==> src/rtl/vga_sync_decoder_if.sv <==
// Sync-side bundle between a VGA display controller (master) and the timing decoder (slave).
// Carries the raw sync/bright inputs plus everything the decoder reports back.
interface vga_sync_decoder_if;
    logic       hSync;
    logic       vSync;
    logic       bright;
    logic [9:0] hCount;
    logic [9:0] vCount;
    logic       pixEn;
    logic       frameStart;
    logic       locked;
    logic       syncErr;
    logic       brightErr;
    logic [7:0] errCount;

    modport master (
        output hSync, vSync, bright,
        input  hCount, vCount, pixEn, frameStart, locked, syncErr, brightErr, errCount
    );

    modport slave (
        input  hSync, vSync, bright,
        output hCount, vCount, pixEn, frameStart, locked, syncErr, brightErr, errCount
    );
endinterface

==> src/rtl/vga_sync_decoder.sv <==
// Rebuilds pixel/line position from VGA sync falls, verifies line and frame lengths,
// and reports lock, sync errors and active-window (bright) mismatches.
module vga_sync_decoder #(
    parameter int CLKS_PER_PIX = 4,
    parameter int H_TOTAL      = 800,
    parameter int V_TOTAL      = 525,
    parameter int H_ACT_START  = 144,
    parameter int H_ACT_END    = 783,
    parameter int V_ACT_START  = 35,
    parameter int V_ACT_END    = 514,
    parameter int LOCK_FRAMES  = 2
) (
    input  logic               clk,
    input  logic               reset,
    vga_sync_decoder_if.slave  bus
);
    localparam int LINE_CLKS = H_TOTAL * CLKS_PER_PIX;
    localparam int DW        = (CLKS_PER_PIX > 1) ? $clog2(CLKS_PER_PIX) : 1;
    localparam int GW        = $clog2(LOCK_FRAMES + 1);

    typedef enum logic [1:0] {SEARCH, LINE, TRACK, LOCKED} state_t;

    state_t        state, state_d;
    logic [GW-1:0] good_cnt, good_d;
    logic          hs_q, vs_q, bright_q;
    logic [DW-1:0] div;
    logic [12:0]   line_clks;
    logic          h_fall, v_fall, pix_tick, checking;
    logic          line_err, lost_err, frame_err, align_err, err;
    logic          bright_exp;

    assign h_fall   = hs_q & ~bus.hSync;
    assign v_fall   = vs_q & ~bus.vSync;
    assign pix_tick = (div == DW'(CLKS_PER_PIX - 1));
    assign checking = (state == TRACK) || (state == LOCKED);

    // lost_err fires exactly once, the first clock the line runs past nominal length
    assign line_err  = h_fall && (line_clks != 13'(LINE_CLKS));
    assign lost_err  = !h_fall && (line_clks == 13'(LINE_CLKS + 1));
    assign frame_err = h_fall && v_fall && (bus.vCount != 10'(V_TOTAL - 1));
    assign align_err = v_fall && !h_fall;
    assign err       = checking && (line_err || lost_err || frame_err || align_err);

    assign bright_exp = (bus.hCount >= 10'(H_ACT_START)) && (bus.hCount <= 10'(H_ACT_END)) &&
                        (bus.vCount >= 10'(V_ACT_START)) && (bus.vCount <= 10'(V_ACT_END));

    always_comb begin
        state_d = state;
        good_d  = good_cnt;
        case (state)
            SEARCH: if (h_fall) state_d = LINE;
            LINE: if (h_fall && v_fall) begin
                state_d = TRACK;
                good_d  = '0;
            end
            TRACK: if (h_fall && v_fall) begin
                good_d = good_cnt + 1'b1;
                if (good_d == GW'(LOCK_FRAMES)) state_d = LOCKED;
            end
            LOCKED: state_d = LOCKED;
            default: state_d = SEARCH;
        endcase
        if (err) begin
            state_d = SEARCH;
            good_d  = '0;
        end
    end

    always_ff @(posedge clk or negedge reset) begin
        if (!reset) begin
            state          <= SEARCH;
            good_cnt       <= '0;
            hs_q           <= 1'b0;
            vs_q           <= 1'b0;
            bright_q       <= 1'b0;
            div            <= '0;
            line_clks      <= '0;
            bus.hCount     <= '0;
            bus.vCount     <= '0;
            bus.pixEn      <= 1'b0;
            bus.frameStart <= 1'b0;
            bus.locked     <= 1'b0;
            bus.syncErr    <= 1'b0;
            bus.brightErr  <= 1'b0;
            bus.errCount   <= '0;
        end else begin
            state    <= state_d;
            good_cnt <= good_d;
            hs_q     <= bus.hSync;
            vs_q     <= bus.vSync;
            bright_q <= bus.bright;
            if (h_fall) begin
                div        <= '0;
                line_clks  <= 13'd1;
                bus.hCount <= '0;
                bus.pixEn  <= 1'b1;
                if (v_fall)
                    bus.vCount <= '0;
                else if (bus.vCount != 10'(V_TOTAL - 1))
                    bus.vCount <= bus.vCount + 1'b1;
            end else begin
                div       <= pix_tick ? '0 : div + 1'b1;
                bus.pixEn <= pix_tick;
                if (pix_tick && (bus.hCount != 10'(H_TOTAL - 1)))
                    bus.hCount <= bus.hCount + 1'b1;
                if (line_clks != '1)
                    line_clks <= line_clks + 1'b1;
            end
            bus.frameStart <= h_fall && v_fall;
            bus.syncErr    <= err;
            bus.locked     <= (state_d == LOCKED);
            if (err && (bus.errCount != 8'hFF))
                bus.errCount <= bus.errCount + 8'd1;
            // bright_q lines up with the pixel whose pixEn/hCount are showing now
            if ((state == LOCKED) && bus.pixEn && (bright_q != bright_exp))
                bus.brightErr <= 1'b1;
        end
    end
endmodule
==> src/flat_wrapper.sv <==
// flat-port wrapper written by rule: the top's interface ports become plain ports
module vga_sync_decoder_flat 
#(
    parameter int CLKS_PER_PIX = 4,
    parameter int H_TOTAL      = 800,
    parameter int V_TOTAL      = 525,
    parameter int H_ACT_START  = 144,
    parameter int H_ACT_END    = 783,
    parameter int V_ACT_START  = 35,
    parameter int V_ACT_END    = 514,
    parameter int LOCK_FRAMES  = 2
)
  (clk, reset, bus_hSync, bus_vSync, bus_bright, bus_hCount, bus_vCount, bus_pixEn, bus_frameStart, bus_locked, bus_syncErr, bus_brightErr, bus_errCount);
  vga_sync_decoder_if bus_i ();
  input  logic clk;
  input  logic reset;
  input wire logic [$bits(bus_i.hSync)-1:0] bus_hSync;
  input wire logic [$bits(bus_i.vSync)-1:0] bus_vSync;
  input wire logic [$bits(bus_i.bright)-1:0] bus_bright;
  output wire logic [$bits(bus_i.hCount)-1:0] bus_hCount;
  output wire logic [$bits(bus_i.vCount)-1:0] bus_vCount;
  output wire logic [$bits(bus_i.pixEn)-1:0] bus_pixEn;
  output wire logic [$bits(bus_i.frameStart)-1:0] bus_frameStart;
  output wire logic [$bits(bus_i.locked)-1:0] bus_locked;
  output wire logic [$bits(bus_i.syncErr)-1:0] bus_syncErr;
  output wire logic [$bits(bus_i.brightErr)-1:0] bus_brightErr;
  output wire logic [$bits(bus_i.errCount)-1:0] bus_errCount;
  assign bus_i.hSync = bus_hSync;
  assign bus_i.vSync = bus_vSync;
  assign bus_i.bright = bus_bright;
  assign bus_hCount = bus_i.hCount;
  assign bus_vCount = bus_i.vCount;
  assign bus_pixEn = bus_i.pixEn;
  assign bus_frameStart = bus_i.frameStart;
  assign bus_locked = bus_i.locked;
  assign bus_syncErr = bus_i.syncErr;
  assign bus_brightErr = bus_i.brightErr;
  assign bus_errCount = bus_i.errCount;
  vga_sync_decoder #(.CLKS_PER_PIX(CLKS_PER_PIX), .H_TOTAL(H_TOTAL), .V_TOTAL(V_TOTAL), .H_ACT_START(H_ACT_START), .H_ACT_END(H_ACT_END), .V_ACT_START(V_ACT_START), .V_ACT_END(V_ACT_END), .LOCK_FRAMES(LOCK_FRAMES)) u_core (.clk(clk), .reset(reset), .bus(bus_i));
endmodule
==> config.mk <==
export PLATFORM = sky130hd
export DESIGN_NAME = vga_sync_decoder_flat
export DESIGN_NICKNAME = d
export VERILOG_FILES = /design/src/rtl/vga_sync_decoder_if.sv /design/src/rtl/vga_sync_decoder.sv /design/src/flat_wrapper.sv
export SDC_FILE = /design/constraint.sdc
export NUM_CORES = 1
export LEC_CHECK = 0
export ABC_AREA = 1
export CORE_UTILIZATION = 29
export CTS_CLUSTER_DIAMETER = 30
export CTS_CLUSTER_SIZE = 8
export DETAILED_ROUTE_END_ITERATION = 7
export DONT_BUFFER_PORTS = 1
export SLEW_MARGIN = 10
export SYNTH_ARGS = -nofsm -noshare
export SYNTH_HDL_FRONTEND = slang
export SYNTH_SLANG_ARGS = --single-unit
==> constraint.sdc <==
create_clock -name clk -period 2.51 [get_ports clk]
set_clock_uncertainty 0.1 [all_clocks]
set_input_delay 0.502 -clock clk [delete_from_list [all_inputs] [get_ports clk]]
set_output_delay 0.502 -clock clk [all_outputs]
set_load 0.01 [all_outputs]
* Word-level counts from Yosys, hierarchy flattened *
Index checks and enable logic that the tools add are counted.

storage, ports and cells
  bits of input ports = 5
  flip-flop bits (word level) = 55
  output and inout bits = 33
  logic and storage cells = 88

cells by class
  $add $sub $neg = 6
  bitwise logic cells = 4
  reductions and logical operators = 25
  equality and inequality tests = 15
  mux-type cells = 19
  $lt $le $gt $ge = 4

operator list
  cell                                                      number
  2-to-1 mux 10 bit                                         4
  2-to-1 mux 13 bit                                         2
  adder 10 x 1 -> 10 bit (second input constant)            2
  <= comparator 10 bit (second input constant)              2
  2-to-1 mux 2 bit                                          10
  inequality test 10 bit (second input constant)            2
  adder 13 x 1 -> 13 bit (second input constant)            1
  == test 13 x 12 -> 1 bit (second input constant)          1
  logical AND 1 bit                                         13
  inequality test 13 x 12 -> 1 bit (second input constant)  1
  inequality test 13 bit (second input constant)            1
  == test 2 bit (second input constant)                     5
  >= comparator 10 x 6 -> 1 bit (second input constant)     1
  >= comparator 10 x 8 -> 1 bit (second input constant)     1
  adder 8 x 1 -> 8 bit (second input constant)              1
  inequality test 8 bit (second input constant)             1
  one-hot mux 2 bit (4 select lines)                        1
  nonzero test 2 bit                                        3
  adder 2 x 1 -> 2 bit (second input constant)              2
  logical OR 1 bit                                          4
  one-hot mux 2 bit (2 select lines)                        1
  inequality test 3 x 1 -> 1 bit (second input constant)    1
  inequality test 3 x 2 -> 1 bit (second input constant)    1
  AND reduction 3 bit                                       1
  9 further kinds                                           11

* Longest topological paths before layout *
Gate-level depths: netlist of the first run.

  word-level depth = 10
  depth in mapped cells = 12
  gate-level depth less buffers = 11

* Worst setup path before layout of the first run *
No wires, ideal clock.

  path kind = reg-to-reg
  start = reg u_core.bus.vCount[0]
  end = reg u_core.bus.locked
  clock period less this slack = 1608 ps
  setup slack = 902 ps
  data required time = 2341 ps
  data arrival time = 1439 ps
  setup time = 69 ps
  cell stages (with the launch flop) = 12
  path buffers = 1
  cell sequence = dfrtp_1 -> inv_1 -> ha_1 -> nand3_1 -> nor2_1 -> nand2_1 -> o21ai_2 -> nand2_2 -> buf_6 -> nand2_4 -> nand2_2 -> nor2_2

between the ends
  word-level cells in the longest chain between the ends = 7

RTL lines
  element                         RTL line                   source
  start, declared                 vga_sync_decoder_if.sv:23  output hCount, vCount, pixEn, frameStart, locked, syncErr, brightErr, errCount
  start signal, assigned          vga_sync_decoder.sv:100    bus.vCount <= bus.vCount + 1'b1;
  inequality test 10 bit          vga_sync_decoder.sv:40     assign frame_err = h_fall && v_fall && (bus.vCount != 10'(V_TOTAL - 1));
  logical AND 1 bit               vga_sync_decoder.sv:40
  logical OR 1 bit (2 in series)  vga_sync_decoder.sv:42     assign err = checking && (line_err || lost_err || frame_err || align_err);
  logical AND 1 bit               vga_sync_decoder.sv:42
  2-to-1 mux 2 bit                vga_sync_decoder.sv:63     if (err) begin
  == test 2 bit                   vga_sync_decoder.sv:111    bus.locked <= (state_d == LOCKED);
  end signal, assigned            vga_sync_decoder.sv:111
  end, declared                   vga_sync_decoder_if.sv:23

No other way between the ends.
A chain may end at the register's enable or synchronous reset.

* Worst setup path in the final report of the first run *
  start = reg u_core.bus.vCount[0]
  end = reg u_core.bus.errCount[1]

between the ends
  word-level cells in the longest chain between the ends = 6

RTL lines
  element                         RTL line                   source
  inequality test 10 bit          vga_sync_decoder.sv:40
  logical AND 1 bit               vga_sync_decoder.sv:40
  logical OR 1 bit (2 in series)  vga_sync_decoder.sv:42
  logical AND 1 bit               vga_sync_decoder.sv:42
  logical AND 1 bit               vga_sync_decoder.sv:112    if (err && (bus.errCount != 8'hFF))
  end signal, assigned            vga_sync_decoder.sv:113    bus.errCount <= bus.errCount + 8'd1;
  end, declared                   vga_sync_decoder_if.sv:23

No other way between the ends.

==> results of run 1 <==
[final cells by class]
type,instances,area share
multi-input combinational,294,0.450
sequential,55,0.396
inverter,61,0.0659
tap,140,0.0504
clock buffer,5,0.0198
timing repair buffer,3,0.0130
clock inverter,3,0.00540
[Yosys cell counts (2+ instances only)]
cell type | n | area, um2
nor2_1 | 38 | 143
nand3_2 | 3 | 30.0
o21ai_2 | 3 | 26.3
buf_6 | 3 | 33.8
inv_2 | 9 | 33.8
o21ai_1 | 8 | 40.0
nand2_2 | 7 | 43.8
inv_1 | 51 | 191
xor2_1 | 7 | 61.3
a21oi_1 | 15 | 75.1
or2_2 | 3 | 18.8
nand2_1 | 95 | 357
xnor2_1 | 3 | 26.3
clkbuf_1 | 2 | 7.51
nor3_1 | 12 | 60.1
dfrtp_1 | 55 | 1380
a31oi_1 | 2 | 12.5
o31ai_1 | 5 | 37.5
nor2_2 | 6 | 37.5
nand4_1 | 16 | 100
o21ai_0 | 13 | 65.1
nand3_1 | 35 | 175
ha_1 | 16 | 200
[final timing paths]
check,to,cells past startpoint
max reg2reg,u_core.bus.errCount[1],10
min reg2reg,u_core.div[0],1
max in group asynchronous,u_core.line_clks[1],2
min,u_core.bright_q,0
max,u_core.bus.errCount[1],10
min in group asynchronous,u_core.bus.vCount[0],2
[flip-flops by register name (all words and copies together), names as in the netlist, 2 cells and up]
register and count:
u_core.good_cnt 2, u_core.bus.vCount 10, u_core.state 2, u_core.bus.errCount 8, u_core.bus.hCount 10, u_core.line_clks 13, u_core.div 2
[power groups by stage]
stage	combinational, uW	clock, uW	sequential [uW]
after CTS	696	525	1280
after global routing	803	561	1310
after detailed placement	666	0	1300
after floorplan	542	0	1230
final	689	505	1270
after global placement	637	0	1290
[cells in the final DEF, fill, tap and decap left out, types with 2 or more instances in the layout]
cell type  count
nor3_1        12
a31oi_1        2
dfrtp_1       55
clkbuf_8       5
xnor2_1        3
nand2_2        7
clkinv_2       2
nand3_1       35
xor2_1         7
o21ai_1        8
inv_2          9
or2_2          3
nor2_2         6
o21ai_0       13
o31ai_1        5
ha_1          16
o21ai_2        3
nand3_2        3
nor2_1        38
a21oi_1       15
inv_1         51
nand2_1       95
nand4_1       16
[routing by layer]
metal	track usage	share of wire	routed length, um	vias up
met1	0.160	0.46	3190	1262
met4	0.0431	0.015	107	0
met5	0	0	0	-
li1	-	-	-	1354
met3	0.0357	0.047	328	10
met2	0.223	0.48	3300	44
[per-stage QoR]
stage / std cells / instance area [um2] / setup WS (ns)
6_report: 561 / 3480 / 0.580
5_1_grt: 561 / 3480 / 0.348
4_1_cts: 561 / 3480 / 0.561
3_5_place_dp: 551 / 3350 / 0.462
3_3_place_gp: 551 / 3350 / 0.540
2_1_floorplan: 416 / 3220 / 0.902
[cell families (layout without fill, tap and decap cells)]
family                     Yosys count  after routing
and+or+nand+nor                    218            218
buffers and inverters               67             72
DFF                                 55             55
AOI/OAI and AO/OA                   50             50
adders and majority gates           16             16
xor gates and xnor gates            10             10
==> flow_summary.json, run 1 <==
{
  "yosysWarnings": 0,
  "tightest_slew_ns": 0.490,
  "synth.ff_latch_count": 55,
  "path_cells": "inv_1 > ha_1 > nand3_1 > nor2_1 > nand2_1 > o21ai_2 > nand2_2 > nand3_2 > nand2_1 > nand2_1",
  "core_um2": 10800,
  "synth_edf_count": 0,
  "ys_types": 32,
  "drive_gt1_frac": 0.102,
  "max-cap-violations": 0,
  "chipWidth_um": 107,
  "hold_viol_final": 0,
  "via_per_inst": 4.76,
  "cpLargestDelayFamily": "simple AND/OR/NAND/NOR gates",
  "fillers": 1127,
  "peakVddDrop_mv": 0.299,
  "grt_pass1_wl_um": 12200,
  "internal_power_uw": 1480,
  "crit_path_end_kind": "register",
  "drcViolationCount": 0,
  "synth_fp_nets": 437,
  "final_core_util": 0.321,
  "cts_sinks": 55,
  "ys.flop_type": "dfrtp_1",
  "cts_resized": 0,
  "fp.dieH_um": 107,
  "seq_area_um2": 1380,
  "crit_path_start": "u_core.bus.vCount[0]",
  "grt_antenna_before_repair": 0,
  "rsz0062_at_grt": "no",
  "r2r_slack_ns": 0.58,
  "ant_nets": 0,
  "clk_pin_slew_worst_paths_ns": 0.11,
  "cts_setup_buffers": 0,
  "pwr-share-clk": 0.205,
  "max_freq_mhz": 518,
  "area_delta_synth_final_pct": 8.13,
  "muxShareOfSynthArea": 0,
  "ys_seq_area_frac": 0.428,
  "crit_top_cell": "nand2_1",
  "hp-start": "bus_bright",
  "drt_iter0_drc": 115,
  "r2r_start": "u_core.bus.vCount[0]",
  "grt_usage": 0.131,
  "root_buffer": "clkbuf_8",
  "start_util": 0.297,
  "hold_path.class": "in2reg",
  "cp_max_fo": 11,
  "gp_congestion": 0.810,
  "numCtsBuffers": 5,
  "yosys.area_share.simple": 0.308,
  "slew_headroom": 0.672,
  "cts_buffer_depth": 2,
  "p_seq_frac": 0.516,
  "die_area_um2": 11500,
  "layout_min_cycle_time_ns": 1.93,
  "final-max-slew-violation-count": 0,
  "yosys.area_share.adder": 0.0623,
  "num_rows": 38,
  "dr.pass1.iters": 4,
  "pin_count": 38,
  "crit_arrival_ns": 2.04,
  "cp.buffers_inverters": 1,
  "critPathMaxStageDelay_ns": 0.48,
  "leakage_uw": 0.00171,
  "synth_top_family_by_area": "simple AND/OR/NAND/NOR gates",
  "critPathKind": "reg2reg",
  "pwr-share-comb": 0.279,
  "powerDensity_nw_per_um2": 710,
  "critPathLaunchType": "register",
  "critPathSlowestCell": "dfrtp_1",
  "switching_share": 0.399,
  "ys_async_sr_fraction": 1.00,
  "insertion_delay_ns": 0.31,
  "dp_hpwl_um": 4970,
  "synth-compound-area-share": 0.0891,
  "htreeDepth": 2,
  "io_buffers": 0,
  "power_uw": 2470,
  "nets": 441,
  "p_switching_uw": 986,
  "diodes": 0,
  "grt_max_degree": 56,
  "dr_total_vias": 2670,
  "synthXorXnorAreaFrac": 0.0272,
  "status": "finished clean",
  "required_ns": 2.62,
  "holdWs_ns": 0.102,
  "synthCells": 416,
  "setup-tns-final_ns": 0,
  "wire_per_inst_um": 12.3,
  "cts_hold_buf": 2,
  "grt_pass1_vias": 2690,
  "min_period_over_period": 0.769,
  "cts_tree": "done",
  "overflow": 0,
  "detail_route.wirelength_um": 6930,
  "syn_area_um2": 3220,
  "setup_violations": 0,
  "multiInputGateArea_um2": 1560,
  "syn_area_per_cell_um2": 7.73
}
(Power assumes the default switching activity.)
==> run 2: changes to the inputs <==
Clock period 2.51 ns to 1.6 ns, I/O delays scaled along.
==> run 2 against run 1 <==
Net effect: the run now ends with hold timing, setup timing left; combinational power rose to 2.9 times the previous value; worst hold slack got worse by 0.52 ns; via count rose by 13%; cell area rose by 27%; wire length rose by 16%; sequential share of layout area fell by 8.3 points; sequential power rose by 47%; final cell count rose by 14%; core utilization rose by 8.7 points; largest power group is now combinational logic.
==> flow_summary.json, run 2 (same netlist as run 1, synthesis figures left out) <==
{
  "diodes": 0,
  "hold_path.class": "in2async",
  "dp_hpwl_um": 5590,
  "critPathSlowestCell": "dfrtp_1",
  "crit_top_cell": "nand2_1",
  "layout_min_cycle_time_ns": 1.64,
  "pwr-share-comb": 0.426,
  "insertion_delay_ns": 0.32,
  "root_buffer": "clkbuf_8",
  "rsz0062_at_grt": "yes",
  "status": "finished, violations left",
  "pin_count": 38,
  "cpLargestDelayFamily": "simple AND/OR/NAND/NOR gates",
  "p_seq_frac": 0.392,
  "final_core_util": 0.407,
  "holdWs_ns": -0.418,
  "largest_reg_flops": 13,
  "dr_total_vias": 3023,
  "setup_violations": 9,
  "ant_nets": 0,
  "place_inst": 606,
  "setup-tns-final_ns": -0.208,
  "max-cap-violations": 0,
  "tightest_slew_ns": 0.347,
  "drive_gt1_frac": 0.357,
  "internal_power_uw": 2910,
  "peakVddDrop_mv": 0.503,
  "pwr-share-clk": 0.182,
  "cts_sinks": 55,
  "fin_cells": 639,
  "area_delta_synth_final_pct": 37.3,
  "powerDensity_nw_per_um2": 1080,
  "critPathMaxStageDelay_ns": 0.39,
  "dpl_cell_area_um2": 3760,
  "clk_pin_slew_worst_paths_ns": 0.12,
  "layout.cells.most_common_list": "79 x nand2_1, 65 x buf_4, 51 x dfrtp_1, 44 x inv_1, 33 x nor2_1",
  "dr.pass1.iters": 4,
  "start_util": 0.297,
  "core_um2": 10800,
  "cts_buffer_depth": 2,
  "regMostFlops": "u_core.line_clks",
  "drt_iter0_drc": 84,
  "final_cell_area_um2": 4420,
  "die_area_um2": 11500,
  "chipWidth_um": 107,
  "fp.dieH_um": 107,
  "mostFrequentLayoutCell": "nand2_1",
  "cp_max_fo": 8,
  "reg_top3": "u_core.line_clks: 13 flops, u_core.bus.hCount: 10 flops, u_core.bus.vCount: 10 flops",
  "fillers": 1083,
  "switching_share": 0.388,
  "path_cells": "ha_1 > nand3_1 > nor2_1 > nand3_2 > nand3_4 > nand2_1 > nand2_1",
  "via_per_inst": 4.73,
  "grt_usage": 0.143,
  "min_period_over_period": 1.02,
  "violations": "hold timing, setup timing",
  "cp.buffers_inverters": 0,
  "wire_per_inst_um": 12.6,
  "detail_route.wirelength_um": 8050,
  "layout_setup_ws_ns": -0.0390,
  "num_rows": 38,
  "gp_congestion": 0.818,
  "grt_antenna_before_repair": 0,
  "cts_tree": "done",
  "htreeDepth": 2,
  "critPathLaunchType": "register",
  "max_freq_mhz": 610,
  "crit_path_end_kind": "register",
  "grt_pass1_vias": 2828,
  "hold_viol_final": 55,
  "numCtsBuffers": 5,
  "critPathKind": "reg2reg",
  "dp_slack_ns": -0.141,
  "drcViolationCount": 0,
  "overflow": 0,
  "grt_pass1_wl_um": 13100,
  "crit_arrival_ns": 1.80,
  "io_buffers": 0,
  "required_ns": 1.77,
  "leakage_uw": 0.00213,
  "slew_headroom": 0.768,
  "grt_max_degree": 56,
  "cts_hold_buf": 3,
  "p_switching_uw": 1840,
  "nets": 519,
  "final-max-slew-violation-count": 0
}
## run 2: cell count changes in the layout (fill, tap and decap cells not counted), sizes merged
cell         previous run  this run
clkbuf                  5         6
buf                     2        75
nand3                  38        39
clkinv                  3         2
dlygate4sd3             1         3
nand2                 103       105
## run 2: stage by stage
stage	hold slack [ns]	power, uW
final	-0.418	4750
after CTS	-0.433	4400
after detailed placement	-0.0743	3410
after global placement	-0.0743	3340
after floorplan	-0.0756	2790
after global routing	-0.452	5120
## run 2: routing by layer
metal  global-route usage  part of all wire  up-vias
met5                    0                 0        -
met4               0.0294            0.0057        0
met3               0.0345             0.040        2
met2                0.253              0.52       49
met1                0.175              0.44     1456
li1                     -                 -     1516
## run 2: power by group through the flow
stage	clock network (uW)	registers, uW	logic, uW
2_1_floorplan	0	1940	850
3_3_place_gp	0	1850	1490
3_5_place_dp	0	1860	1540
4_1_cts	903	1840	1660
5_1_grt	971	1890	2260
6_report	864	1870	2020
## run 2: cell type report
cell class                 instances  area, um2  area share
clock buffer                       6       82.6      0.0187
clock inverter                     2       20.0     0.00453
inverter                          61        233      0.0527
multi-input combinational        297       1890       0.429
sequential                        55       1380       0.313
tap                              140        175      0.0397
timing repair buffer              78        631       0.143
## run 2: repair_timing
| action | 4_1_cts | 5_1_grt |
|---|---|---|
| hold endpoints to repair | 58 | 55 |
| endpoints found under the setup margin | 30 | 47 |
| buffers inserted | 9 | 10 |
| pin swaps | 5 | 30 |
| gates cloned | 1 | 2 |
| gates resized for setup | 28 | 70 |
## run 2: final timing paths
kind | start | to | slack, ns | cells after the start
worst min-delay path | reset | u_core.bus.errCount[3] | -0.42 | 0
worst min register to register | u_core.div[0] | u_core.div[0] | 0.34 | 1
max in group asynchronous | reset | u_core.line_clks[0] | 1.69 | 0
worst max register to register | u_core.bus.errCount[0] | u_core.bus.errCount[6] | -0.04 | 7
min in group clk | bus_vSync | u_core.bus.vCount[5] | 0.29 | 4
worst max-delay path | u_core.bus.errCount[0] | u_core.bus.errCount[6] | -0.04 | 7
